--- config.mk ---
export PLATFORM = sky130hd
export DESIGN_NAME = line_readout_sequencer
export DESIGN_NICKNAME = d
export VERILOG_FILES = /design/src/rtl/line_readout_sequencer.sv
export SDC_FILE = /design/constraint.sdc
export NUM_CORES = 1
export LEC_CHECK = 0
export BUFFER_PORTS_ARGS = -buffer_cell sky130_fd_sc_hd__buf_4
export CORE_MARGIN = 1.5
export CORE_UTILIZATION = 45
export DETAILED_ROUTE_END_ITERATION = 8
export GPL_ROUTABILITY_DRIVEN = 0
export SKIP_LAST_GASP = 1
export SYNTH_ARGS = -nofsm -noshare
export SYNTH_HDL_FRONTEND = slang
export SYNTH_SLANG_ARGS = --single-unit
--- constraint.sdc ---
create_clock -name CLK -period 15.3 [get_ports CLK]
set_input_delay 0.765 -clock CLK [delete_from_list [all_inputs] [get_ports CLK]]
set_output_delay 0.765 -clock CLK [all_outputs]
set_load 0.03 [all_outputs]
--- src/rtl/line_readout_sequencer.sv ---
// -----------------------------------------------------------------------------
// line_readout_sequencer
//   Moves one image line at a time through the pixel datapath. It collects
//   PIXELS bytes from the host and shifts them serially into the external
//   shift register (pixel 0 first, MSB first). It then pulses load and waits
//   SETTLE_CYCLES for the frequency counters to settle. Finally it scans each
//   pixel's PERIOD out over a valid/ready result stream. This repeats for
//   LINES lines per frame.
//
// Ports
//   CLK, RST          clock (rising edge), asynchronous active-high reset
//   start, abort      begin frame (IDLE only) / synchronous abort to IDLE
//   pix_data/valid    pixel byte stream from host; pix_ready = accept (FILL)
//   shift_out, load   serial bit and one-cycle load strobe to shift_register
//   pix_sel           slot select for external PERIOD mux; period_in = result
//   res_data/index    captured PERIOD and pixel order index k
//   res_valid/ready   result handshake; result held until accepted
//   line_idx          current line number
//   busy              high outside IDLE
//   frame_done        one-cycle pulse after the last result of the last line
// -----------------------------------------------------------------------------
module line_readout_sequencer #(
   parameter int unsigned PIXELS        = 16,
   parameter int unsigned PIX_BITS      = 8,
   parameter int unsigned COUNTER_BITS  = 15,
   parameter int unsigned SETTLE_CYCLES = 50000,
   parameter int unsigned LINES         = 16
) (
   input  logic                        CLK,
   input  logic                        RST,
   input  logic                        start,
   input  logic                        abort,
   input  logic [PIX_BITS-1:0]         pix_data,
   input  logic                        pix_valid,
   output logic                        pix_ready,
   output logic                        shift_out,
   output logic                        load,
   output logic [$clog2(PIXELS)-1:0]   pix_sel,
   input  logic [COUNTER_BITS-1:0]     period_in,
   output logic [COUNTER_BITS-1:0]     res_data,
   output logic [$clog2(PIXELS)-1:0]   res_index,
   output logic                        res_valid,
   input  logic                        res_ready,
   output logic [$clog2(LINES):0]      line_idx,
   output logic                        busy,
   output logic                        frame_done
);

   localparam int unsigned SHIFT_LEN = PIXELS * PIX_BITS;
   localparam int unsigned CNT_MAX   = (SHIFT_LEN > SETTLE_CYCLES) ? SHIFT_LEN : SETTLE_CYCLES;
   localparam int unsigned CW        = (CNT_MAX > 1) ? $clog2(CNT_MAX) : 1;
   localparam int unsigned KW        = $clog2(PIXELS);
   localparam int unsigned LW        = $clog2(LINES) + 1;

   localparam logic [CW-1:0] FILL_LAST   = CW'(PIXELS - 1);
   localparam logic [CW-1:0] SHIFT_LAST  = CW'(SHIFT_LEN - 1);
   localparam logic [CW-1:0] SETTLE_LAST = CW'(SETTLE_CYCLES - 1);
   localparam logic [KW-1:0] K_LAST      = KW'(PIXELS - 1);
   localparam logic [LW-1:0] LINE_LAST   = LW'(LINES - 1);

   typedef enum logic [2:0] {
      S_IDLE, S_FILL, S_SHIFT, S_LOAD, S_SETTLE, S_SCAN_SEL, S_SCAN_OUT
   } state_t;

   state_t                    r_state, w_next;
   logic [CW-1:0]             r_cnt;        // fill / shift / settle counter
   logic [KW-1:0]             r_k;          // scan index
   logic [LW-1:0]             r_line;
   logic [SHIFT_LEN-1:0]      r_sr;         // line buffer, pixel 0 ends up at MSB
   logic [COUNTER_BITS-1:0]   r_res_data;
   logic [KW-1:0]             r_res_index;
   logic                      r_frame_done;
   logic                      w_accept;
   logic                      w_hs;

   assign res_data   = r_res_data;
   assign res_index  = r_res_index;
   assign line_idx   = r_line;
   assign frame_done = r_frame_done;

   always_ff @(posedge CLK or posedge RST) begin
      if (RST) r_state <= S_IDLE;
      else     r_state <= w_next;
   end

   always_comb begin
      w_next    = r_state;
      pix_ready = 1'b0;
      load      = 1'b0;
      res_valid = 1'b0;
      shift_out = 1'b0;
      pix_sel   = '0;
      busy      = (r_state != S_IDLE);
      case (r_state)
         S_IDLE:     if (start) w_next = S_FILL;
         S_FILL: begin
            pix_ready = 1'b1;
            if (pix_valid && (r_cnt == FILL_LAST)) w_next = S_SHIFT;
         end
         S_SHIFT: begin
            shift_out = r_sr[SHIFT_LEN-1];
            if (r_cnt == SHIFT_LAST) w_next = S_LOAD;
         end
         S_LOAD: begin
            load   = 1'b1;
            w_next = S_SETTLE;
         end
         S_SETTLE:   if (r_cnt == SETTLE_LAST) w_next = S_SCAN_SEL;
         S_SCAN_SEL: begin
            pix_sel = K_LAST - r_k;
            w_next  = S_SCAN_OUT;
         end
         S_SCAN_OUT: begin
            pix_sel   = K_LAST - r_k;
            res_valid = 1'b1;
            if (res_ready) begin
               if (r_k != K_LAST)           w_next = S_SCAN_SEL;
               else if (r_line == LINE_LAST) w_next = S_IDLE;
               else                          w_next = S_FILL;
            end
         end
         default:    w_next = S_IDLE;
      endcase
      // Abort also masks the strobes in its own cycle so no handshake or load
      // can slip through while the sequencer is being torn down.
      if (abort) begin
         w_next    = S_IDLE;
         pix_ready = 1'b0;
         load      = 1'b0;
         res_valid = 1'b0;
         shift_out = 1'b0;
      end
      w_accept = pix_ready & pix_valid;
      w_hs     = res_valid & res_ready;
   end

   always_ff @(posedge CLK or posedge RST) begin
      if (RST) begin
         r_cnt        <= '0;
         r_k          <= '0;
         r_line       <= '0;
         r_sr         <= '0;
         r_res_data   <= '0;
         r_res_index  <= '0;
         r_frame_done <= 1'b0;
      end else begin
         r_frame_done <= 1'b0;
         if (abort) begin
            r_cnt  <= '0;
            r_k    <= '0;
            r_line <= '0;
            r_sr   <= '0;
         end else begin
            case (r_state)
               S_IDLE: begin
                  r_cnt <= '0;
                  r_k   <= '0;
                  if (start) r_line <= '0;
               end
               S_FILL: if (w_accept) begin
                  r_sr  <= {r_sr[SHIFT_LEN-PIX_BITS-1:0], pix_data};
                  r_cnt <= (r_cnt == FILL_LAST) ? '0 : r_cnt + CW'(1);
               end
               S_SHIFT: begin
                  r_sr  <= {r_sr[SHIFT_LEN-2:0], 1'b0};
                  r_cnt <= (r_cnt == SHIFT_LAST) ? '0 : r_cnt + CW'(1);
               end
               S_SETTLE:   r_cnt <= (r_cnt == SETTLE_LAST) ? '0 : r_cnt + CW'(1);
               S_SCAN_SEL: begin
                  r_res_data  <= period_in;
                  r_res_index <= r_k;
               end
               S_SCAN_OUT: if (w_hs) begin
                  if (r_k == K_LAST) begin
                     r_k <= '0;
                     if (r_line == LINE_LAST) begin
                        r_line       <= '0;
                        r_frame_done <= 1'b1;
                     end else begin
                        r_line <= r_line + LW'(1);
                     end
                  end else begin
                     r_k <= r_k + KW'(1);
                  end
               end
               default: ;
            endcase
         end
      end
   end

endmodule

# ---- Word level (Yosys, flattened, before mapping)
# Index checks and enable logic that the tools add are counted.
dict set report classes {
  n_eq_ne 20
  addsub 4
  bitwise 3
  muxes 42
  reduce_logical 13
}
# operator count
set op_table {}
lappend op_table {{128-bit 2-to-1 mux} 2}
lappend op_table {{128-bit one-hot mux with 2 select lines} 1}
lappend op_table {{16-bit 2-to-1 mux} 5}
lappend op_table {{16-bit one-hot mux with 4 select lines} 1}
lappend op_table {{5-bit 2-to-1 mux} 5}
lappend op_table {{3-bit inequality test (second input constant)} 8}
lappend op_table {{3-bit 2-to-1 mux} 7}
lappend op_table {{3-bit one-hot mux with 7 select lines} 1}
lappend op_table {{16-bit by 1-bit adder with 16-bit output (second input constant)} 1}
lappend op_table {{16-bit equality test (second input constant)} 1}
lappend op_table {{16-bit by 4-bit equality test with 1-bit output (second input constant)} 1}
lappend op_table {{16-bit by 7-bit equality test with 1-bit output (second input constant)} 1}
lappend op_table {{4-bit 2-to-1 mux} 4}
lappend op_table {{1-bit 2-to-1 mux} 14}
lappend op_table {{5-bit one-hot mux with 2 select lines} 1}
lappend op_table {{3-bit equality test (second input constant)} 3}
lappend op_table {{3-bit nonzero test} 3}
lappend op_table {{4-bit one-hot mux with 2 select lines} 1}
lappend op_table {{2-bit AND reduction} 4}
lappend op_table {{3-bit by 2-bit equality test with 1-bit output (second input constant)} 2}
lappend op_table {{5-bit by 1-bit adder with 5-bit output (second input constant)} 1}
lappend op_table {{5-bit by 4-bit equality test with 1-bit output (second input constant)} 1}
lappend op_table {{5-bit AND reduction} 1}
lappend op_table {{5-bit nonzero test} 1}
lappend op_table {{11 further kinds} 12}
dict set report totals {
  out_inout_bits 34
  reg_bits 176
  inputBits 29
  wordCells 90
}

# ---- Longest topological paths before layout
# Gate-level depths: netlist of run 1.
dict set report logic_depth {
  word_depth 7
  ltp_mapped 8
  ltp_nobuf 6
}

# ---- Worst setup path before layout of run 1
# No wires, ideal clock.
dict set report synth_timing {
  path_kind {input to output}
  from {input abort}
  to {output load}
  n_path_buf 2
  cell_stages 3
  required_time_ps 14535
  arrival_time_ps 1521
  setup_slack_ps 13014
  path_cell_list {clkbuf_8 -> clkbuf_1 -> nor2_1}
}
dict set report synth_via {
  elab_chain_len 1
}
# item line_no
set synth_lines {}
lappend synth_lines {{start, declared} 32} ;# input logic abort,
lappend synth_lines {{1-bit 2-to-1 mux} 126} ;# if (abort) begin
lappend synth_lines {{end, declared} 37} ;# output logic load,
# No other way between the ends.

# ---- Worst setup path in the final report of run 1
dict set report layout_timing {
  from {input abort}
  to {output shift_out}
}
dict set report layout_via {
  elab_chain_len 1
}
# item line_no
set layout_lines {}
lappend layout_lines {{1-bit 2-to-1 mux} 126}
lappend layout_lines {{end, declared} 36} ;# output logic shift_out,
# No other way between the ends.

==> out/results.txt, run 1 <==
Synth Register Bits = 176
Core box area = 19,400 sq um
Met3 Usage GRT = 0.0500
Root buf cell = clkbuf_16
Hold Path Class = reg2reg
Final setup viols = 0
Initial drt markers = 494
Remaining global-route overflow = 0
CP endpoint kind = primary output
H-tree depth = 4
IO Port Bufs = 62
Worst R2R Start = r_state[1]
Mean post-synth cell area = 10.6 sq um
Core Util, Final = 0.515
Initial Utilization = 0.457
Hold Path End = r_sr[126]
Post-Syn Area = 8870 sq um
Commonest non-fill, non-tap cell in the layout = dfrtp_1
Slew @ Worst Pin = 1.08 ns
CTS tree = done
Dpl cell area = 9420 sq um
WP data arrival = 2.81 ns
Combinational share of power = 0.300
Most common flop cell mapped by yosys = dfrtp_1
Worst path max stage delay = 0.76 ns
Met1 usage = 0.259
Final Hold Fails = 0
Crit Path Category = in2out
Final cell count without fillers = 1,136
Synthesis Warnings = 0
Post-route ant nets = 0
Unique masters post-synth = 60
Cell family with most CP delay = buffers and inverters
Die width = 143 microns
Worst Path Max Fanout = 74
Unrepaired setup endpoints after global routing = no
Via count = 6,464
Number of global-route vias before repair = 6,457
WL final = 18,600 microns
Io pins = 63
Most frequent CP cell = buf_4
F_max = 0.280 GHz
Clock Latency Late Sink = 0.44 ns
Post-Synthesis Cells = 838
Post-cts repair resize count = 0
Most frequent cells in the layout = dfrtp_1 (176), nand2_1 (158), o31ai_1 (131), mux2i_1 (127), buf_4 (67)
Max Root-Sink Buffers = 2
Worst reg-to-reg path cell count = 5
Dpl cells = 1,104
Wire per inst = 16.4 microns
FP Rows = 51
CTS buffer count = 17
Total track usage = 0.191
P_int = 0.886 mW
Final #Nets = 890
HP Start = r_sr[126]
Post-synth EDFFs = 0
Setup TNS = 0 ns
Cell Chain, Critical Path = buf_4 > buf_4 > inv_1 > and3_1 > buf_4
Hold-critical path depth = 2
Sequential area share after synthesis = 0.496
First-pass GRT wire length = 31,700 microns
Design Area, Final = 9990 sq um
Critical Path Source Type = input port
Worst Path Buf+Inv = 4
Rel. slew slack = 0.280
P&R area growth vs syn = 12.6%
Status = complete, no violations
Sw Share = 0.372
Pre-antenna DRT Iters = 4
Slowest CP cell = buf_4
Pwr dens = 141 nW/um^2
Maximum vdd ir drop = 91.4 uV
Post-Syn Nets = 870
Clock network fraction of total power = 0.300
Leak = 4.17 nW
Die area = 20,600 sq um
Worst-path clk slew = 0.07 ns
Via/cell ratio = 5.69
Die H = 143 microns
Maximum number of pins on one net before global-route repair = 256
GR Layer Usage met2 = 0.297
Hold_buf cts = 0
Clock tree sinks = 176
Post-CTS Setup Bufs = 0
Sw power = 0.524 mW
Clk_skew = 0.0101 ns
Ant. Diodes = 0
Share of cells above drive strength 1 = 0.161
Ys async rst share = 1.00
R2r setup slk = 11.74 ns
Final Cycle Share = 0.233
Most Crowded Layer GR = met2
Fill count = 1,764
Worst Path Required = 14.53 ns
Initial antenna violation count = 0
Min Tclk post-route = 3.57 ns
DRC viols = 0
R2R Path End = r_sr[87]
Final Max Slew Viols = 0
Flop pwr share = 0.399
Max-cap violations = 0
HPWL after detailed placement = 11,200 microns
-- power by group through the flow --
stage	clock network, mW	logic (mW)	registers (mW)
floorplan	0	0.310	0.589
global placement	0	0.419	0.569
detailed placement	0	0.424	0.572
CTS	0.436	0.425	0.563
global route	0.456	0.458	0.571
finish	0.424	0.424	0.563
-- stage by stage --
stage                     worst slack, ns  power, mW  hold WS (ns)
after floorplan                      9.76      0.899         0.441
after global placement              11.77      0.988         0.462
after detailed placement            11.72      0.996         0.470
after CTS                           11.72       1.42         0.486
after global routing                11.46       1.49         0.510
final                               11.73       1.41         0.485
-- sequential cells by signal, summed over array words and instances (netlist names) --
signal and cells:
r_sr 128, res_data 15, r_k 4, res_index 4, line_idx 5, frame_done 1
r_cnt 16, r_state 3
-- worst min-delay path: stages, from the launching register on --
cell and delay (ns):
dfrtp_1 0.35, nand2_1 0.05, o31ai_1 0.05
-- how the worst max path moves through the flow --
stage | startpoint | to | slack (ns) | cells past startpoint
floorplan | RST | frame_done | 9.76 | 1
global placement | abort | shift_out | 11.77 | 5
detailed placement | abort | shift_out | 11.72 | 5
CTS | abort | shift_out | 11.72 | 5
global route | r_state[1] | r_sr[87] | 11.46 | 5
finish | abort | shift_out | 11.73 | 5
-- Yosys cell counts (all sizes together), types with 3 or more instances --
cell,instances,area share
nor2,24,0.010
nor3,7,0.0058
and2,4,0.0030
mux2,20,0.025
and3,14,0.010
nand2,158,0.067
a221o,9,0.010
or2,4,0.0031
o31ai,131,0.11
dfrtp,176,0.50
or4,3,0.0034
nand4,6,0.0042
nand3b,4,0.0034
ha,3,0.0042
xnor2,3,0.0030
clkbuf,48,0.024
nand2b,4,0.0028
nand3,14,0.0079
buf,19,0.013
o21ai,16,0.010
nor2b,3,0.0021
a21oi,4,0.0023
inv,6,0.0025
mux2i,127,0.14
-- metal layers --
| metal | vias up | routed length (microns) |
|---|---|---|
| li1 | 3107 | - |
| met1 | 3205 | 8930 |
| met2 | 126 | 8550 |
| met3 | 26 | 880 |
| met4 | 0 | 252 |
| met5 | - | 0 |
-- final cells by class --
type	count	area, sq um	area share
flip-flops and latches	176	4400	0.441
clock inverters	15	141	0.0142
repair buffers	68	523	0.0524
well taps	265	332	0.0332
inverters	6	27.5	0.00276
clock buffers	17	425	0.0426
multi-input cells	589	4130	0.414
-- logic make-up (layout without fill, tap and decap cells) --
family	after synthesis	count (layout)	synth area share
AND/OR/NAND/NOR	252	252	0.129
buffers and inverters	73	106	0.0388
multiplexers	147	147	0.169
XOR/XNOR	4	4	0.00395
AO/OA/AOI/OAI	183	183	0.159
flip-flops	176	176	0.496
adder cells (fa/ha/maj)	3	3	0.00423
Power figures use the tool's default switching activity.
==> run 2, diff against run 1 <==
==> constraint.sdc (replaced) <==
create_clock -name CLK -period 3.7 [get_ports CLK]
set_input_delay 0.185 -clock CLK [delete_from_list [all_inputs] [get_ports CLK]]
set_output_delay 0.185 -clock CLK [all_outputs]
set_load 0.03 [all_outputs]
==> run 2 against run 1 <==
Non-clock buffer count increased by 19. Sequential cell count did not move. Sequential power grew to 4.1 times the previous value. Final area rose by 3.0%. Die area is the same. Critical path type is now reg2reg. Largest power group unchanged. Highest routed layer unchanged.
==> out/results.txt, run 2 (synthesis results as in run 1) <==
Final setup viols = 0
Setup TNS = 0 ns
Clock Latency Late Sink = 0.43 ns
Final Max Slew Viols = 0
Remaining global-route overflow = 0
Worst Path Max Fanout = 73
Initial antenna violation count = 0
P&R area growth vs syn = 15.9%
Share of cells above drive strength 1 = 0.159
Final Cycle Share = 0.626
Number of global-route vias before repair = 6,377
Met3 Usage GRT = 0.0447
Post-route ant nets = 0
Met1 usage = 0.265
Final Hold Fails = 0
Worst-path clk slew = 0.06 ns
Initial Utilization = 0.457
R2r setup slk = 1.38 ns
Pwr dens = 591 nW/um^2
Leak = 4.29 nW
Min Tclk post-route = 2.32 ns
Commonest non-fill, non-tap cell in the layout = dfrtp_1
Max reg flops = 128
Via/cell ratio = 5.63
Status = complete, no violations
Hold_buf cts = 16
DRC viols = 0
Worst Path Required = 3.98 ns
Max Root-Sink Buffers = 2
Ant. Diodes = 0
Initial drt markers = 616
Wire per inst = 15.9 microns
Die H = 143 microns
Hold Path Class = in2reg
WL final = 18,400 microns
Most frequent cells in the layout = dfrtp_1 (176), nand2_1 (158), o31ai_1 (131), mux2i_1 (127), buf_4 (67)
First-pass GRT wire length = 31,700 microns
H-tree depth = 4
CTS tree = done
CP endpoint kind = flop
Via count = 6,490
IO Port Bufs = 62
Maximum number of pins on one net before global-route repair = 148
Die width = 143 microns
Clock tree sinks = 176
Max-cap violations = 0
Die area = 20,600 sq um
CTS buffer count = 17
FP Rows = 51
Post-CTS Setup Bufs = 0
Unrepaired setup endpoints after global routing = no
Crit Path Category = reg2reg
Most Crowded Layer GR = met2
Clk_skew = 0.0109 ns
Total track usage = 0.191
Fill count = 1,746
Core Util, Final = 0.530
Slew @ Worst Pin = 0.884 ns
Critical Path Source Type = flop
Rel. slew slack = 0.411
HPWL after detailed placement = 11,400 microns
Top reg by flops = r_sr
WP data arrival = 2.59 ns
Final #Nets = 909
Core box area = 19,400 sq um
Maximum vdd ir drop = 453 uV
Root buf cell = clkbuf_16
Io pins = 63
GR Layer Usage met2 = 0.298
Post-cts repair resize count = 0
Pre-antenna DRT Iters = 5
F_max = 0.432 GHz
[run 2: cell count changes in the layout (fill, tap and decap cells not counted)]
cell	previous run	this run
clkinvlp_4	1	3
buf_12	1	4
inv_8	6	1
dlygate4sd3_1	0	16
bufinv_16	0	5
clkinv_4	2	1
clkbuf_8	0	1
inv_6	6	2
[run 2: metrics by stage]
stage	hold WS [ns]	setup WS, ns	power, mW	cells	instance area (sq um)
4_1_cts	0.0479	1.36	6.14	1153	10300
3_3_place_gp	0.338	1.41	4.09	1107	9480
6_report	0.0700	1.38	6.08	1153	10300
5_1_grt	0.0803	1.24	6.39	1153	10300
3_5_place_dp	0.350	1.36	4.14	1107	9480
2_1_floorplan	0.335	1.26	3.72	838	8880
[run 2: final cells by class]
type	instances	area, sq um	area share
sequential	176	4400	0.428
multi-input combinational	589	4130	0.402
timing repair buffer	87	743	0.0723
clock buffer	18	439	0.0427
tap	265	332	0.0322
clock inverter	12	208	0.0202
inverter	6	26.3	0.00255
[run 2: routing by layer]
layer / up-vias / share of wire
li1: 3150 / -
met1: 3190 / 0.48
met2: 136 / 0.47
met3: 14 / 0.042
met4: 0 / 0.0097
met5: - / 0
[run 2: worst max-delay path: stages (launching register included)]
cell     delay (ns)
dfrtp_1        0.78
and2_4         0.45
buf_12         0.43
mux2i_1        0.37
o31ai_1        0.10
[run 2: worst paths after layout]
check | from | to | cells past startpoint
worst max-delay path | r_state[1] | r_sr[3] | 4
worst min-delay path | pix_data[0] | r_sr[0] | 3
worst max register to register | r_state[1] | r_sr[3] | 4
worst min register to register | r_sr[127] | r_sr[127] | 2
max in group asynchronous | RST | r_sr[29] | 4
min in group asynchronous | RST | r_cnt[0] | 3
[run 2: power breakdown]
group,switching [mW],leakage (nW),internal (mW)
registers,0.199,2.43,2.13
clock network,0.756,0.311,1.22
logic,1.12,1.55,0.669
total,2.07,4.29,4.01
==> run 3, diff against run 2 <==
==> constraint.sdc (replaced) <==
create_clock -name CLK -period 2.3 [get_ports CLK]
set_input_delay 0.115 -clock CLK [delete_from_list [all_inputs] [get_ports CLK]]
set_output_delay 0.115 -clock CLK [all_outputs]
set_load 0.03 [all_outputs]
==> run 3 against run 2 <==
Register-to-register slack worse by 1.3 ns. Largest cell class unchanged. Highest routed layer unchanged. Sequential cell count stayed put. Largest power group unchanged. Maximum frequency is 5.0% higher. Critical path type unchanged.
==> out/results.txt, run 3 (synthesis results as in run 1) <==
Root buf cell = clkbuf_16
Final cell count without fillers = 1,185
Design Area, Final = 10,600 sq um
Number of global-route vias before repair = 6,583
Max Root-Sink Buffers = 2
Status = complete, no violations
First-pass GRT wire length = 33,300 microns
CTS buffer count = 17
DR top layer = met4
Worst R2R Start = r_cnt[0]
Commonest non-fill, non-tap cell in the layout = dfrtp_1
WP data arrival = 2.51 ns
Met3 routed wirelength = 750 microns
Initial Utilization = 0.457
Wire per inst = 16.4 microns
Final Hold Fails = 0
Dpl cells = 1,130
WL final = 19,400 microns
Final setup viols = 0
Min Tclk post-route = 2.21 ns
Unrepaired setup endpoints after global routing = no
Worst Path Required = 2.61 ns
Worst hold margin = 0.0309 ns
Leak = 4.46 nW
Fill count = 1,673
Io pins = 63
Maximum number of pins on one net before global-route repair = 78
Met2 WL = 9280 microns
Hold-critical path depth = 3
Max-cap violations = 0
F_max = 0.453 GHz
Hold Path End = line_idx[2]
Total design power = 9.87 mW
P&R area growth vs syn = 19.4%
Dpl cell area = 9780 sq um
FP Rows = 51
Die width = 143 microns
Final Max Slew Viols = 0
Total track usage = 0.203
Final #Nets = 939
Remaining global-route overflow = 0
Post-route ant nets = 0
HPWL after detailed placement = 12,800 microns
Via count = 6,541
Pre-antenna DRT Iters = 4
Initial antenna violation count = 0
Setup TNS = 0 ns
Hold Path Class = in2reg
Top reg by flops = r_sr
Clk_skew = 0.0119 ns
Max reg flops = 128
Worst Path Max Fanout = 5
DRT met1 WL = 9280 microns
R2R Path End = r_state[1]
Most frequent cells in the layout = dfrtp_1 (176), nand2_1 (158), o31ai_1 (131), mux2i_1 (127), buf_4 (84)
Initial drt markers = 429
Maximum vdd ir drop = 661 uV
Share of cells above drive strength 1 = 0.187
Worst reg-to-reg path cell count = 6
Crit Path Category = reg2reg
Die H = 143 microns
Rel. slew slack = 0.474
DRC viols = 0
Clock Latency Late Sink = 0.43 ns
Final Cycle Share = 0.959
CP endpoint kind = flop
Critical Path Source Type = flop
IO Port Bufs = 62
Core box area = 19,400 sq um
Slew @ Worst Pin = 0.788 ns
Via/cell ratio = 5.52
Worst-path clk slew = 0.07 ns
H-tree depth = 4
Clock tree sinks = 176
CTS tree = done
R2r setup slk = 0.09 ns
Die area = 20,600 sq um
Ant. Diodes = 0
HP Start = start
Pwr dens = 931 nW/um^2
run 3: worst max-delay path, stage by stage (launching register included):
cell and delay, ns:
dfrtp_1 0.42, ha_1 0.22, nand3_1 0.12, or4_4 0.59
o211ai_1 0.23, o211ai_1 0.18, a221o_1 0.32
run 3: how the worst max path moves through the flow:
stage | startpoint | end
after floorplan | RST | frame_done
after global placement | r_cnt[0] | r_state[1]
after detailed placement | r_cnt[0] | r_state[1]
after CTS | r_cnt[0] | r_state[1]
after global routing | r_cnt[1] | r_cnt[4]
final | r_cnt[0] | r_state[1]
run 3: cell type report:
class	count	area [sq um]	area share
flip-flops and latches	176	4400	0.416
multi-input cells	590	4150	0.391
repair buffers	116	1090	0.103
clock buffers	17	425	0.0402
well taps	265	332	0.0313
clock inverters	15	169	0.0159
inverters	6	26.3	0.00248
run 3: layer usage:
metal  global-route usage  vias up
met4               0.0559        0
met2                0.323      106
met1                0.277     3218
met5                    0        -
li1                     -     3208
met3               0.0473        9
run 3: through the flow:
stage	worst slack, ns	utilization
4_1_cts	0.116	0.546
6_report	0.0948	0.546
2_1_floorplan	-0.0676	-
5_1_grt	0.0121	0.546
3_3_place_gp	0.240	0.504
3_5_place_dp	0.128	0.504
run 3: timing repair:
action | 4_1_cts | 5_1_grt
setup endpoints to repair | 1 | 1
hold endpoints to repair | 42 | 0
gates resized for setup | 0 | 1
hold buffers | 18 | 0
buffers inserted | 4 | 0
pin swaps | 0 | 0
gates cloned | 1 | 0
run 3: power breakdown:
| part | switching, mW | internal (mW) | leakage [nW] | total [mW] |
|---|---|---|---|---|
| combinational | 1.94 | 1.32 | 1.73 | 3.27 |
| sequential | 0.290 | 3.42 | 2.43 | 3.71 |
| clock | 1.34 | 1.55 | 0.293 | 2.89 |
